--- src/rtl/mdu_sequencer_if.sv ---
// Request/result bundle between the issuing pipeline stage (master) and the
// multiply/divide sequencer (slave).
interface mdu_sequencer_if #(
    parameter int WIDTH = 32,
    parameter int OPW   = 4
);
    logic             op_valid;
    logic             op_ready;
    logic [OPW-1:0]   alu_operation;
    logic [WIDTH-1:0] a;
    logic [WIDTH-1:0] b;
    logic [WIDTH-1:0] hi;
    logic [WIDTH-1:0] lo;
    logic             busy;
    logic             done;
    logic             div_by_zero;

    modport master (
        output op_valid, alu_operation, a, b,
        input  op_ready, hi, lo, busy, done, div_by_zero
    );

    modport slave (
        input  op_valid, alu_operation, a, b,
        output op_ready, hi, lo, busy, done, div_by_zero
    );
endinterface

--- src/rtl/mdu_sequencer.sv ---
// Shift-add multiply / restoring divide for MULT(12)/DIV(13); result WIDTH+1 edges after accept,
// ready only in IDLE so requesters hold. MDU_SIGNED_EN selects two's-complement operands.
module mdu_sequencer #(
    parameter int WIDTH = 32,
    parameter int OPW   = 4
) (
    input  logic             clk_i,
    input  logic             rst_i,
    mdu_sequencer_if.slave   bus
);

    localparam logic [OPW-1:0]   OP_MULT  = OPW'(12);
    localparam logic [OPW-1:0]   OP_DIV   = OPW'(13);
    localparam logic [WIDTH-1:0] CNT_INIT = WIDTH[WIDTH-1:0];
    localparam logic [WIDTH-1:0] CNT_LAST = WIDTH'(1);

    typedef enum logic [1:0] {
        S_IDLE,
        S_RUN,
        S_FIX,
        S_DONE
    } state_e;

    state_e           state_q, state_d;
    logic [WIDTH-1:0] cnt_q, cnt_d;
    logic [WIDTH-1:0] acc_hi_q, acc_hi_d;
    logic [WIDTH-1:0] acc_lo_q, acc_lo_d;
    logic [WIDTH-1:0] opnd_q, opnd_d;
    logic [WIDTH-1:0] a_raw_q, a_raw_d;
    logic [WIDTH-1:0] hi_q, hi_d;
    logic [WIDTH-1:0] lo_q, lo_d;
    logic             is_div_q, is_div_d;
    logic             neg_res_q, neg_res_d;
    logic             neg_rem_q, neg_rem_d;
    logic             dbz_q, dbz_d;

    logic             is_mdu_op;
    logic             accept;
    logic             sign_a, sign_b;
    logic [WIDTH-1:0] mag_a, mag_b;

`ifdef MDU_SIGNED_EN
    assign sign_a = bus.a[WIDTH-1];
    assign sign_b = bus.b[WIDTH-1];
`else
    assign sign_a = 1'b0;
    assign sign_b = 1'b0;
`endif

    // With unsigned operands the sign flags are constant zero, so the same
    // magnitude and correction logic collapses to pass-through.
    assign mag_a = sign_a ? -bus.a : bus.a;
    assign mag_b = sign_b ? -bus.b : bus.b;

    assign is_mdu_op = (bus.alu_operation == OP_MULT) || (bus.alu_operation == OP_DIV);
    assign accept    = bus.op_valid && (state_q == S_IDLE) && is_mdu_op;

    logic [WIDTH:0]   mul_sum;
    logic [WIDTH:0]   rem_sh;
    logic [WIDTH:0]   rem_diff;

    assign mul_sum  = {1'b0, acc_hi_q} + (acc_lo_q[0] ? {1'b0, opnd_q} : '0);
    assign rem_sh   = {acc_hi_q, acc_lo_q[WIDTH-1]};
    assign rem_diff = rem_sh - {1'b0, opnd_q};

    logic [2*WIDTH-1:0] prod_mag, prod_fix;
    logic [WIDTH-1:0]   quot_fix, rem_fix;

    assign prod_mag = {acc_hi_q, acc_lo_q};
    assign prod_fix = neg_res_q ? -prod_mag : prod_mag;
    assign quot_fix = neg_res_q ? -acc_lo_q : acc_lo_q;
    assign rem_fix  = neg_rem_q ? -acc_hi_q : acc_hi_q;

    always_comb begin
        state_d   = state_q;
        cnt_d     = cnt_q;
        acc_hi_d  = acc_hi_q;
        acc_lo_d  = acc_lo_q;
        opnd_d    = opnd_q;
        a_raw_d   = a_raw_q;
        hi_d      = hi_q;
        lo_d      = lo_q;
        is_div_d  = is_div_q;
        neg_res_d = neg_res_q;
        neg_rem_d = neg_rem_q;
        dbz_d     = dbz_q;

        case (state_q)
            S_IDLE: begin
                if (accept) begin
                    state_d   = S_RUN;
                    cnt_d     = CNT_INIT;
                    is_div_d  = (bus.alu_operation == OP_DIV);
                    neg_res_d = sign_a ^ sign_b;
                    neg_rem_d = sign_a;
                    dbz_d     = (bus.alu_operation == OP_DIV) && (bus.b == '0);
                    a_raw_d   = bus.a;
                    acc_hi_d  = '0;
                    if (bus.alu_operation == OP_DIV) begin
                        acc_lo_d = mag_a;
                        opnd_d   = mag_b;
                    end else begin
                        acc_lo_d = mag_b;
                        opnd_d   = mag_a;
                    end
                end
            end

            S_RUN: begin
                cnt_d = cnt_q - 1'b1;
                if (is_div_q) begin
                    // Borrow out of the WIDTH+1-bit trial subtract means the
                    // divisor did not fit: keep the shifted remainder.
                    if (!rem_diff[WIDTH]) begin
                        acc_hi_d = rem_diff[WIDTH-1:0];
                        acc_lo_d = {acc_lo_q[WIDTH-2:0], 1'b1};
                    end else begin
                        acc_hi_d = rem_sh[WIDTH-1:0];
                        acc_lo_d = {acc_lo_q[WIDTH-2:0], 1'b0};
                    end
                end else begin
                    acc_hi_d = mul_sum[WIDTH:1];
                    acc_lo_d = {mul_sum[0], acc_lo_q[WIDTH-1:1]};
                end
                if (cnt_q == CNT_LAST) begin
                    state_d = S_FIX;
                end
            end

            S_FIX: begin
                state_d = S_DONE;
                if (dbz_q) begin
                    hi_d = a_raw_q;
                    lo_d = '1;
                end else if (is_div_q) begin
                    hi_d = rem_fix;
                    lo_d = quot_fix;
                end else begin
                    hi_d = prod_fix[2*WIDTH-1:WIDTH];
                    lo_d = prod_fix[WIDTH-1:0];
                end
            end

            S_DONE: begin
                state_d = S_IDLE;
            end

            default: begin
                state_d = S_IDLE;
            end
        endcase
    end

    always_ff @(posedge clk_i or posedge rst_i) begin
        if (rst_i) begin
            state_q   <= S_IDLE;
            cnt_q     <= '0;
            acc_hi_q  <= '0;
            acc_lo_q  <= '0;
            opnd_q    <= '0;
            a_raw_q   <= '0;
            hi_q      <= '0;
            lo_q      <= '0;
            is_div_q  <= 1'b0;
            neg_res_q <= 1'b0;
            neg_rem_q <= 1'b0;
            dbz_q     <= 1'b0;
        end else begin
            state_q   <= state_d;
            cnt_q     <= cnt_d;
            acc_hi_q  <= acc_hi_d;
            acc_lo_q  <= acc_lo_d;
            opnd_q    <= opnd_d;
            a_raw_q   <= a_raw_d;
            hi_q      <= hi_d;
            lo_q      <= lo_d;
            is_div_q  <= is_div_d;
            neg_res_q <= neg_res_d;
            neg_rem_q <= neg_rem_d;
            dbz_q     <= dbz_d;
        end
    end

    assign bus.op_ready    = (state_q == S_IDLE);
    assign bus.busy        = (state_q != S_IDLE);
    assign bus.done        = (state_q == S_DONE);
    assign bus.hi          = hi_q;
    assign bus.lo          = lo_q;
    assign bus.div_by_zero = dbz_q;

endmodule

--- src/flat_wrapper.sv ---
// flat-port wrapper written by rule: the top's interface ports become plain ports
module mdu_sequencer_flat 
#(
    parameter int WIDTH = 32,
    parameter int OPW   = 4
)
  (clk_i, rst_i, bus_op_valid, bus_alu_operation, bus_a, bus_b, bus_op_ready, bus_hi, bus_lo, bus_busy, bus_done, bus_div_by_zero);
  mdu_sequencer_if #(.WIDTH(WIDTH), .OPW(OPW)) bus_i ();
  input  logic clk_i;
  input  logic rst_i;
  input wire logic [$bits(bus_i.op_valid)-1:0] bus_op_valid;
  input wire logic [$bits(bus_i.alu_operation)-1:0] bus_alu_operation;
  input wire logic [$bits(bus_i.a)-1:0] bus_a;
  input wire logic [$bits(bus_i.b)-1:0] bus_b;
  output wire logic [$bits(bus_i.op_ready)-1:0] bus_op_ready;
  output wire logic [$bits(bus_i.hi)-1:0] bus_hi;
  output wire logic [$bits(bus_i.lo)-1:0] bus_lo;
  output wire logic [$bits(bus_i.busy)-1:0] bus_busy;
  output wire logic [$bits(bus_i.done)-1:0] bus_done;
  output wire logic [$bits(bus_i.div_by_zero)-1:0] bus_div_by_zero;
  assign bus_i.op_valid = bus_op_valid;
  assign bus_i.alu_operation = bus_alu_operation;
  assign bus_i.a = bus_a;
  assign bus_i.b = bus_b;
  assign bus_op_ready = bus_i.op_ready;
  assign bus_hi = bus_i.hi;
  assign bus_lo = bus_i.lo;
  assign bus_busy = bus_i.busy;
  assign bus_done = bus_i.done;
  assign bus_div_by_zero = bus_i.div_by_zero;
  mdu_sequencer #(.WIDTH(WIDTH), .OPW(OPW)) u_core (.clk_i(clk_i), .rst_i(rst_i), .bus(bus_i));
endmodule
--- config.mk ---
export PLATFORM = sky130hd
export DESIGN_NAME = mdu_sequencer_flat
export DESIGN_NICKNAME = d
export VERILOG_FILES = /design/src/rtl/mdu_sequencer_if.sv /design/src/rtl/mdu_sequencer.sv /design/src/flat_wrapper.sv
export SDC_FILE = /design/constraint.sdc
export NUM_CORES = 1
export LEC_CHECK = 0
export CAP_MARGIN = 15
export CELL_PAD_IN_SITES_DETAIL_PLACEMENT = 1
export CELL_PAD_IN_SITES_GLOBAL_PLACEMENT = 1
export CORE_AREA = 3 3 185 187
export DETAILED_ROUTE_END_ITERATION = 7
export DIE_AREA = 0 0 188 190
export PLACE_DENSITY_LB_ADDON = 0.3
export SETUP_SLACK_MARGIN = 0.3
export SLEW_MARGIN = 20
export SYNTH_ARGS = -nofsm -noshare
export SYNTH_HDL_FRONTEND = slang
export SYNTH_SLANG_ARGS = --single-unit
export TNS_END_PERCENT = 100
--- constraint.sdc ---
create_clock -name clk_i -period 12.89 [get_ports clk_i]
set_input_delay 2.578 -clock clk_i [delete_from_list [all_inputs] [get_ports clk_i]]
set_output_delay 2.578 -clock clk_i [all_outputs]
set_load 0.005 [all_outputs]
==> metrics.txt <==
CP arrival 5.45 ns; Yosys reg bits 228; post-CTS sizing 0; clk slew on worst S/H paths 0.06 ns; Tot GR Track Use 27.23%; die area 35720 um^2; IO Count 139; Synth-to-Final Area Change 18.40%; Logic pwr share 56.8%; vias per cell 5.897; EDFF count, synth 0; clk sinks 228; Detail Placement HPWL 34650 um; switching power 2.340 mW; fin nets 1942; post-synthesis async set-or-reset flop share 100.0%; pwr/cell area 297.5 nW/um^2; Period Utilization, post-route 39.01%; worst-path fanout max 38; unrepaired setup endpoints after global routing no; crit end category flip-flop; vias in the first global route 14.22k; sequential share of the synthesized area 38.91%; kind of critical path input pin to flip-flop; maximum root-to-sink buffer count 3; Total Power 5.165 mW; Clk pwr share 16.2%; Core Footprint 32620 um^2; CTS Buf Count 28; total negative setup slack 0 ns; H-tree Lvls 1; WL/cell 21.62 um; Port Buffers 138; die height 190 um; Leak 7.604 nW; Root Buffer clkbuf_16; Seq pwr share 26.9%; Post-Route WL 48900 um; hold crit path type flip-flop to flip-flop; Final Max Tran Viols 0; Switching Share 45.31%; Initial Util 44.96%; initial antenna violation count 3; Worst VDD drop 0.0001297 V; GP Congestion 0.9289; final setup fails 0; most frequent cells in the layout dfrtp_1, nand2_1, nor2_1, a21oi_1, clkdlybuf4s50_1; drt first pass iters 5; Int Power 2.825 mW; Worst Skew 0.02832 ns; grt total ovfl 0; Warnings, synthesis 0; most common cell after layout, fill and taps aside dfrtp_1; placement row count 66; Slew headroom 24.62%; Fin. Hold Viols 0; # DRC 0; status finished clean; global-route wire length before repair 78890 um; Synth cell types 84; Synth Area per Inst 8.591 um^2; synthesized netlist cell count 1707; Peak Freq 198.9 MHz; WP data required 13.31 ns; hold buffers post-CTS 0; syn_nets 1850; total setup buffers inserted after CTS 0; fraction of layout instances using a drive strength above 1 6.868%; Post-Syn Area 14660 um^2; vias 13.34k; Antenna Nets Post-Route 0; worst skew pair latency 0.56 ns; DRT iter0 DRCs 797; Primary FF master, synth dfrtp_1; ant diodes 0; fin crit period 5.028 ns; CTS tree built; type of origin of the critical path input pin; Die Wd 188 um; pin count of the biggest net entering global routing 123; Max Cap Viol 0; measured slew at the worst slew-check pin 1.128 ns
## worst max-delay path: stages
cell and delay, ns:
clkdlybuf4s50_1 0.46, and3b_1 0.24, nand2_1 0.09, buf_4 0.47, nand2_1 0.16, and2_1 0.24, nand2_1 0.80, a21oi_1 0.08
a211o_1 0.31
## power by group through the flow
stage / logic (mW) / clock network [mW] / registers, mW
after CTS: 2.93 / 0.856 / 1.39
after global routing: 3.27 / 0.884 / 1.44
after floorplan: 2.07 / 0 / 1.29
after detailed placement: 2.89 / 0 / 1.39
after global placement: 2.78 / 0 / 1.37
final: 2.94 / 0.839 / 1.39
## kinds of logic after synthesis
logic type                 count (synthesis)  synth area share [%]
and+or+nand+nor                          605                 18.97
DFF                                      228                 38.91
buffers and inverters                    152                 4.104
AOI/OAI and AO/OA                        457                 18.93
adders and majority gates                 72                 6.246
muxes                                    122                 8.601
xor gates and xnor gates                  71                 4.241
## sequential cells by signal, indices dropped and copies added (netlist names)
| name | count |
|---|---|
| u_core.acc_lo_q | 32 |
| u_core.bus.div_by_zero | 1 |
| u_core.opnd_q | 32 |
| u_core.state_q | 2 |
| u_core.cnt_q | 32 |
| u_core.acc_hi_q | 32 |
| u_core.is_div_q | 1 |
| u_core.bus.hi | 32 |
| u_core.bus.lo | 32 |
| u_core.a_raw_q | 32 |
## Yosys cell counts (all sizes together), types with 9 or more instances
master	instances	area, um^2
nand2b	12	75.07
a21o	19	142.6
and2	40	250.2
clkbuf	76	305.3
nand3	31	167.7
dfrtp	228	5705
o21bai	10	75.07
a21oi	161	809.5
nand4	10	62.56
o21ai	125	625.6
a22oi	17	127.6
xor2	29	254.0
or3	14	90.08
a31oi	12	96.34
buf	14	63.80
xnor2	42	367.9
nor4	15	108.9
and3	10	62.56
mux2i	90	900.9
inv	62	232.7
nand2	218	818.3
o211ai	12	90.09
o22ai	32	200.2
mux2	32	360.3
o221ai	9	78.83
ha	70	875.8
nor2	203	779.5
nor3	21	110.1
## final timing paths
path / start / to / slack, ns / cells after the start
max: bus_alu_operation[1] / u_core.acc_hi_q[27] / 7.86 / 9
min: u_core.a_raw_q[6] / u_core.a_raw_q[6] / 0.48 / 2
max reg2reg: u_core.acc_lo_q[31] / u_core.acc_hi_q[30] / 8.50 / 12
min reg2reg: u_core.a_raw_q[6] / u_core.a_raw_q[6] / 0.48 / 2
max in group asynchronous: rst_i / u_core.a_raw_q[30] / 8.93 / 3
min in group asynchronous: rst_i / u_core.cnt_q[8] / 2.59 / 2
## metal layers
layer  GRT usage [%]  vias up  wire (um)
met5               0        -         31
met4           6.984        4       1193
met3           3.335       80       2031
met2           48.10      339      24110
met1           35.56     6704      21530
li1                -     6212          -
## through the flow
step	instances	util (%)	instance area [um^2]	hold slack (ns)	worst slack, ns
after floorplan	1707	-	14660	0.4454	4.064
after global placement	2211	50.21	16380	0.4571	7.440
after detailed placement	2211	50.21	16380	0.4630	7.369
after CTS	2262	53.23	17360	0.4783	7.906
after global routing	2262	53.23	17360	0.4988	7.672
final	2262	53.23	17360	0.4773	7.862
## cell type report
type	count	area [um^2]
clock inverters	10	131.4
clock buffers	41	850.8
flip-flops and latches	228	5708
repair buffers	152	1486
inverters	62	240.2
multi-input cells	1327	8392
fillers	3812	15260
well taps	442	553.0
Power figures use the tool's default switching activity.
